<file path="config.mk">
export PLATFORM = sky130hd
export DESIGN_NAME = branch_resolve_ctrl
export DESIGN_NICKNAME = d
export VERILOG_FILES = /design/src/rtl/branch_resolve_ctrl_pkg.sv /design/src/rtl/branch_cond_eval.sv /design/src/rtl/branch_resolve_ctrl.sv
export SDC_FILE = /design/constraint.sdc
export NUM_CORES = 1
export LEC_CHECK = 0
export CORE_ASPECT_RATIO = 0.6
export CORE_MARGIN = 2
export CORE_UTILIZATION = 50
export CTS_BUF_LIST = sky130_fd_sc_hd__clkbuf_4 sky130_fd_sc_hd__clkbuf_8
export DETAILED_ROUTE_END_ITERATION = 7
export GPL_TIMING_DRIVEN = 0
export PLACE_DENSITY = 0.8
export SYNTH_ARGS = -nofsm -noshare
export SYNTH_HDL_FRONTEND = slang
export SYNTH_SLANG_ARGS = --single-unit
</file>
<file path="constraint.sdc">
create_clock -name clk -period 3.6 [get_ports clk]
set_input_delay 1.08 -clock clk [delete_from_list [all_inputs] [get_ports clk]]
set_output_delay 1.08 -clock clk [all_outputs]
set_load 0.03 [all_outputs]
</file>
<file path="src/rtl/branch_resolve_ctrl_pkg.sv">
// Shared definitions for the branch resolve controller.
// Holds the op encodings, the FSM state encoding, the latched request layout and the target alignment helper.
package branch_resolve_ctrl_pkg;

  localparam int STAT_W_DEF = 16;

  localparam logic [3:0] OP_BEQ = 4'b0001;
  localparam logic [3:0] OP_BGT = 4'b0010;
  localparam logic [3:0] OP_BGE = 4'b0011;
  localparam logic [3:0] OP_JMP = 4'b0100;

  typedef enum logic [1:0] {
    ST_IDLE  = 2'd0,
    ST_EVAL  = 2'd1,
    ST_REDIR = 2'd2,
    ST_DONE  = 2'd3
  } state_e;

  typedef struct packed {
    logic [3:0]  op;
    logic [31:0] rs_a;
    logic [31:0] rs_b;
    logic [31:0] pc;
    logic [31:0] offset;
  } br_req_t;

  function automatic logic is_aligned(input logic [31:0] addr);
    return (addr[1:0] == 2'b00);
  endfunction

endpackage

</file>
<file path="src/rtl/branch_cond_eval.sv">
// Purely combinational branch condition: BEQ, unsigned BGT/BGE, JMP; reserved ops never take.
// Zero latency, no flow control.
module branch_cond_eval
  import branch_resolve_ctrl_pkg::*;
(
  input  logic [3:0]  op_i,
  input  logic [31:0] a_i,
  input  logic [31:0] b_i,
  output logic        taken_o
);

  always_comb begin
    taken_o = 1'b0;
    case (op_i)
      OP_BEQ:  taken_o = (a_i == b_i);
      OP_BGT:  taken_o = (a_i > b_i);
      OP_BGE:  taken_o = (a_i >= b_i);
      OP_JMP:  taken_o = 1'b1;
      default: taken_o = 1'b0;
    endcase
  end

endmodule

</file>
<file path="src/rtl/branch_resolve_ctrl.sv">
// Branch resolve FSM: accept -> evaluate -> optional redirect handshake -> one-cycle done.
// Not-taken done at N+2; redirect offered at N+2 and held until redirect_ready; one request in flight.
module branch_resolve_ctrl
  import branch_resolve_ctrl_pkg::*;
#(
  parameter int STAT_W = STAT_W_DEF
) (
  input  logic              clk,
  input  logic              rst_n,
  input  logic              req_valid,
  output logic              req_ready,
  input  logic [3:0]        req_op,
  input  logic [31:0]       req_rs_a,
  input  logic [31:0]       req_rs_b,
  input  logic [31:0]       req_pc,
  input  logic [31:0]       req_offset,
  output logic              redirect_valid,
  input  logic              redirect_ready,
  output logic [31:0]       redirect_pc,
  output logic              flush,
  output logic              resolve_done,
  output logic              resolve_taken,
  output logic              resolve_err,
  input  logic              stat_clr,
  output logic [STAT_W-1:0] stat_taken,
  output logic [STAT_W-1:0] stat_not_taken
);

  localparam logic [STAT_W-1:0] STAT_ONE = {{(STAT_W-1){1'b0}}, 1'b1};

  state_e            state_q, state_d;
  br_req_t           req_q;
  logic              taken_q;
  logic [31:0]       target_q;
  logic [31:0]       target_d;
  logic              cond_taken;
  logic              redirected;
  logic [STAT_W-1:0] stat_taken_q, stat_nt_q;

  branch_cond_eval u_cond (
    .op_i    (req_q.op),
    .a_i     (req_q.rs_a),
    .b_i     (req_q.rs_b),
    .taken_o (cond_taken)
  );

  // Carry out of the adder is intentionally dropped: targets wrap modulo 2^32.
  assign target_d   = req_q.pc + req_q.offset;
  assign redirected = taken_q && is_aligned(target_q);

  always_ff @(posedge clk or negedge rst_n) begin
    if (!rst_n) begin
      state_q <= ST_IDLE;
    end else begin
      state_q <= state_d;
    end
  end

  always_comb begin
    state_d = state_q;
    case (state_q)
      ST_IDLE:  if (req_valid) state_d = ST_EVAL;
      ST_EVAL:  state_d = (cond_taken && is_aligned(target_d)) ? ST_REDIR : ST_DONE;
      ST_REDIR: if (redirect_ready) state_d = ST_DONE;
      ST_DONE:  state_d = ST_IDLE;
      default:  state_d = ST_IDLE;
    endcase
  end

  always_comb begin
    req_ready      = (state_q == ST_IDLE);
    redirect_valid = (state_q == ST_REDIR);
    resolve_done   = (state_q == ST_DONE);
    resolve_taken  = (state_q == ST_DONE) && redirected;
    flush          = (state_q == ST_DONE) && redirected;
    resolve_err    = (state_q == ST_DONE) && taken_q && !is_aligned(target_q);
  end

  assign redirect_pc = target_q;

  always_ff @(posedge clk or negedge rst_n) begin
    if (!rst_n) begin
      req_q    <= '0;
      taken_q  <= 1'b0;
      target_q <= '0;
    end else begin
      if (state_q == ST_IDLE && req_valid) begin
        req_q <= '{op: req_op, rs_a: req_rs_a, rs_b: req_rs_b, pc: req_pc, offset: req_offset};
      end
      if (state_q == ST_EVAL) begin
        taken_q  <= cond_taken;
        target_q <= target_d;
      end
    end
  end

  // Clear wins over the increment that lands in the same DONE cycle.
  always_ff @(posedge clk or negedge rst_n) begin
    if (!rst_n) begin
      stat_taken_q <= '0;
      stat_nt_q    <= '0;
    end else if (stat_clr) begin
      stat_taken_q <= '0;
      stat_nt_q    <= '0;
    end else if (state_q == ST_DONE) begin
      if (redirected) begin
        if (!(&stat_taken_q)) stat_taken_q <= stat_taken_q + STAT_ONE;
      end else begin
        if (!(&stat_nt_q)) stat_nt_q <= stat_nt_q + STAT_ONE;
      end
    end
  end

  assign stat_taken     = stat_taken_q;
  assign stat_not_taken = stat_nt_q;

endmodule
</file>
# Word-level counts from Yosys, hierarchy flattened
# Index checks and enable logic that the tools add are counted.
[word_totals]
out_inout_bits = 70
ff_bits = 199
[classes]
order_cmp = 2
addsub = 3
n_reduce_logical = 17
muxes = 13
eq_ne = 13
[op_table]
columns = ["cell", "count"]
rows = [
  ["$mux 16", 8],
  ["$add 16x1->16 const B", 2],
  ["$add 32x32->32", 1],
  ["$eq 32x32->1", 1],
  ["$ge 32x32->1", 1],
  ["$gt 32x32->1", 1],
  ["$reduce_and 16->1", 2],
  ["$eq 4x2->1 const B", 2],
  ["$ne 2x2->1 const B", 4],
  ["$pmux 2 s4", 1],
  ["$logic_and 1x1->1", 6],
  ["$logic_not 2->1", 3],
  ["$reduce_and 3->1", 2],
  ["$eq 2x2->1 const B", 2],
  ["$eq 4x1->1 const B", 1],
  ["$eq 4x3->1 const B", 1],
  ["$mux 2", 2],
  ["$pmux 1 s4", 1],
  ["$reduce_bool 2->1", 2],
  ["$eq 2x1->1 const B", 1],
  ["$ne 2x1->1 const B", 1],
  ["$reduce_and 2->1", 1],
  ["$logic_not 1->1", 1],
  ["$mux 1", 1],
]

# Logic depth before layout (Yosys ltp)
[depth]
word_depth = 5
mapped_depth = 12
mapped_depth_nobuf = 12

# By module
# Synthesis repeated with hierarchy kept, for this count alone.
[hier_totals]
hier_cells = 920
hier_area_um2 = 10423.7
[modules_own_cells]
columns = ["module", "area_each_um2", "instances", "seq_area_each_um2", "cells_each"]
rows = [
  ["branch_resolve_ctrl", 9531.6, 1, 4979.8, 801],
  ["branch_cond_eval", 892.1, 1, 0.0, 119],
]

# Worst setup path after synthesis
# No wires, ideal clock.
[synth_timing]
kind = "reg2out"
start = "register state_q[1]"
end = "output resolve_taken"
path_stages_with_launch = 5
t_required_ns = 2.520
slack_ns = 0.530
arrival_ns = 1.990
path_cell_list = "dfrtp_1 > ha_1 > nand2_1 > nor3_1 > buf_4"
[synth_via]
elab_chain_len = 2
[synth_lines]
columns = ["element", "line", "rtl"]
rows = [
  ["start: declaration", "branch_resolve_ctrl.sv:31", "state_e state_q, state_d;"],
  ["start signal: assignment", "branch_resolve_ctrl.sv:55", "state_q <= state_d;"],
  ["$eq 2x2->1", "n/a", ""],
  ["via resolve_done", "branch_resolve_ctrl.sv:21", "output logic resolve_done,"],
  ["$logic_and 1x1->1", "branch_resolve_ctrl.sv:74", "resolve_taken = (state_q == ST_DONE) && redirected;"],
  ["end: declaration", "branch_resolve_ctrl.sv:22", "output logic resolve_taken,"],
]
# The timed path passes the listed nets, and every way through them passes these cells.

# Final worst setup path
[layout_timing]
start = "register state_q[1]"
end = "output flush"
[layout_via]
elab_chain_len = 2
[layout_lines]
columns = ["element", "line", "rtl"]
rows = [
  ["$eq 2x2->1", "branch_resolve_ctrl.sv:75", "flush = (state_q == ST_DONE) && redirected;"],
  ["$logic_and 1x1->1", "branch_resolve_ctrl.sv:75", ""],
  ["end: declaration", "branch_resolve_ctrl.sv:20", "output logic flush,"],
]
# No other way between the ends.

==> impl_metrics.yaml <==
placement:
  port_buffers: 206
  dp_cells: 1351
  dpl.hpwl_mm: 18.3
  place_area_sq_um: 12600
  place_worst_setup_slack_ns: 0.110
  gp_congestion: 0.876
power_and_ir_drop:
  combPwrFrac_pct: 55.9
  power.leakage_nw: 5.81
  power.density_nw_per_um2: 923
  pwr-share-seq_pct: 31.7
  power.switching_w: 0.00483
  p_sw_share_pct: 40.2
  clkPwrFrac_pct: 12.3
  ir_drop_uv: 504
  internal-power_w: 0.00719
synth:
  syn_inst: 871
  synth_area_sq_um: 10200
  synth-edff-count: 0
  yosysTopAreaCell: "dfrtp_1"
  synthFlopType: "dfrtp_1"
  syn_area_per_cell_sq_um: 11.7
  synth_top_area_share_pct: 49.0
  ys_seq_area_share_pct: 49.0
  syn-num-nets: 1078
  yosysWarnings: 0
  synth_common_cells: "dfrtp_1 (199), mux2_2 (154), ha_1 (69)"
  synth_area_leaders: "dfrtp_1 (49%), mux2_2 (17%), ha_1 (8.5%), xor2_1 (2.6%), a21oi_1 (2.1%)"
  synth.most_common_cell: "dfrtp_1"
  synth.distinct_cells: 56
  synth_seq_cells: 199
  synthArstFlopShare_pct: 100
clock_tree:
  clk_pin_slew_ns: 0.10
  cts_tree: "yes"
  cts_sinks: 199
  htreeDepth: 4
  cts_setup_buffers: 0
  insertion_delay_ns: 0.48
  clockRootBuffer: "clkbuf_8"
  numCtsBuffers: 17
  clockBufferDepth: 2
routing:
  via_per_inst: 5.34
  totalWireLength_mm: 24.1
  vias: 7384
  drcViolationCount: 1
  wl_per_cell_um: 17.4
  drt_iter0_markers: 403
  dr.pass1.iters: 8
  ant_nets: 0
timing:
  setup_ws_ns: 0.177
  grt_setup_unrepaired: "no"
  hold_viol: 0
  final.setup.tns_ns: 0
  slew_viol_final: 0
  fin_crit_ns: 3.42
  finalCritPeriodShare_pct: 95.1
  finalClockSkew_ns: 0.0145
  tightest_slew_ns: 0.786
  finalSetupViolCount: 0
  fmax_mhz: 292
  relSlewSlack_pct: 47.6
status:
  status: "finished with violations"
  violations: "design-rule violations"
die:
  die_x_um: 188
  ios: 207
  dieArea_sq_um: 21500
  start_util_pct: 50.9
  core-area_sq_um: 20000
  die_h_um: 114
  rows: 40
final_layout:
  nNetsFinal: 1304
  drive_above_1_share_pct: 18.2
  fill_cells: 1534
  fin_area_sq_um: 13000
  final_util_pct: 65.3
  area_growth_syn_to_layout_pct: 28.1
  n_antenna_cell: 0
  finalNonFillerCells: 1383
critical_path:
  critical_path.max_fanout: 5
  critical_path_buf_inv_count: 1
  max_stage_delay_ns: 0.73
  critPathArrivalTime_ns: 2.34
  worst_path_max_delay_cell: "clkdlybuf4s50_1"
  critPathCaptureType: "output port"
  startpoint_type: "register"
  cp_data_required_time_ns: 2.52
  path_delay_family: "buffers and inverters"
  path_cells: "ha_1 > nand2_1 > nor3_4 > clkdlybuf4s50_1"
  worst-setup-path-type: "reg2out"
global_routing:
  grt_pass1_wl_mm: 38.7
  grt.met1_usage_pct: 33.4
  grtUsageTotal_pct: 23.2
  top_usage_layer: "met2"
  grt_use_met2_pct: 34.5
  grt_pass1_vias: 7474
  use_met3_pct: 7.23
  grt_antenna_before_repair: 1
  grt_start_max_net_pins: 102
  grt_remaining_overflow: 0
run:
  cap_violations: 0
min_path:
  hp-class: "reg2reg"
registers in the layout, indices dropped and copies added, names as in the netlist:
register / cells
taken_q: 1
req_q: 132
stat_taken: 16
state_q: 2
redirect_pc: 32
stat_not_taken: 16
per-stage QoR:
| stage | hold WS [ns] | total power (W) |
|---|---|---|
| 2_1_floorplan | 0.479 | 0.00860 |
| 3_3_place_gp | 0.465 | 0.0103 |
| 3_5_place_dp | 0.468 | 0.0105 |
| 4_1_cts | 0.491 | 0.0120 |
| 5_1_grt | 0.530 | 0.0130 |
| 6_report | 0.489 | 0.0120 |
layout make-up:
cell class / instances / area (sq um) / area share, %
timing repair buffer: 207 / 2100 / 16.1
clock buffer: 27 / 353 / 2.71
sequential: 199 / 4980 / 38.2
tap: 273 / 342 / 2.62
clock inverter: 5 / 57.6 / 0.442
buffer: 25 / 105 / 0.806
multi-input combinational: 600 / 4920 / 37.8
inverter: 47 / 176 / 1.35
power by group through the flow:
stage	Combinational (W)	Sequential [W]	Clock, W
2_1_floorplan	0.00455	0.00405	0
3_5_place_dp	0.00665	0.00385	0
4_1_cts	0.00671	0.00382	0.00152
3_3_place_gp	0.00647	0.00382	0
6_report	0.00673	0.00382	0.00148
5_1_grt	0.00740	0.00394	0.00161
worst paths after layout:
path                                startpoint                end  slack (ns)  cells past startpoint
worst max-delay path                state_q[1]              flush        0.18                      4
worst min-delay path            redirect_pc[6]     redirect_pc[6]        0.49                      1
worst max register to register       req_q[16]    redirect_pc[31]        0.60                     10
worst min register to register  redirect_pc[6]     redirect_pc[6]        0.49                      1
max in group asynchronous                rst_n     redirect_pc[8]        2.01                      2
min in group asynchronous                rst_n  stat_not_taken[5]        0.63                      1
placed cells by master, fill, tap and decap left out, types with 8 or more instances in the layout:
cell and count:
ha_1 69, nand2_1 45, xnor2_1 20, inv_1 46
nand4_1 13, clkbuf_1 16, xor2_1 30, dfrtp_1 199
nor2_1 51, a21oi_1 42, nor3_1 10, nand3_1 21
mux2_2 154, o21a_1 9, clkbuf_8 24, a21o_1 26
or3_1 8, clkdlybuf4s50_1 204, o21ai_0 22
metal layers:
| metal | vias up | part of all wire, % |
|---|---|---|
| met1 | 3576 | 49 |
| met5 | - | 0.054 |
| met3 | 21 | 7.5 |
| met2 | 238 | 43 |
| li1 | 3547 | - |
| met4 | 2 | 0.94 |
logic make-up after synthesis:
family | count (synthesis) | synth area share (%)
DFF | 199 | 49.0
xor gates and xnor gates | 50 | 4.31
AOI/OAI and AO/OA | 139 | 9.11
buffers and inverters | 72 | 2.77
adders and majority gates | 70 | 8.68
and+or+nand+nor | 182 | 8.63
muxes | 159 | 17.5
timing repair:
action                     4_1_cts  5_1_grt
setup endpoints to repair        2        1
gates resized for setup          2        1
cloned                           0        0
pin swaps                        0        0
hold buffers                     0        0
No activity file was read; power rests on OpenSTA's default activity.
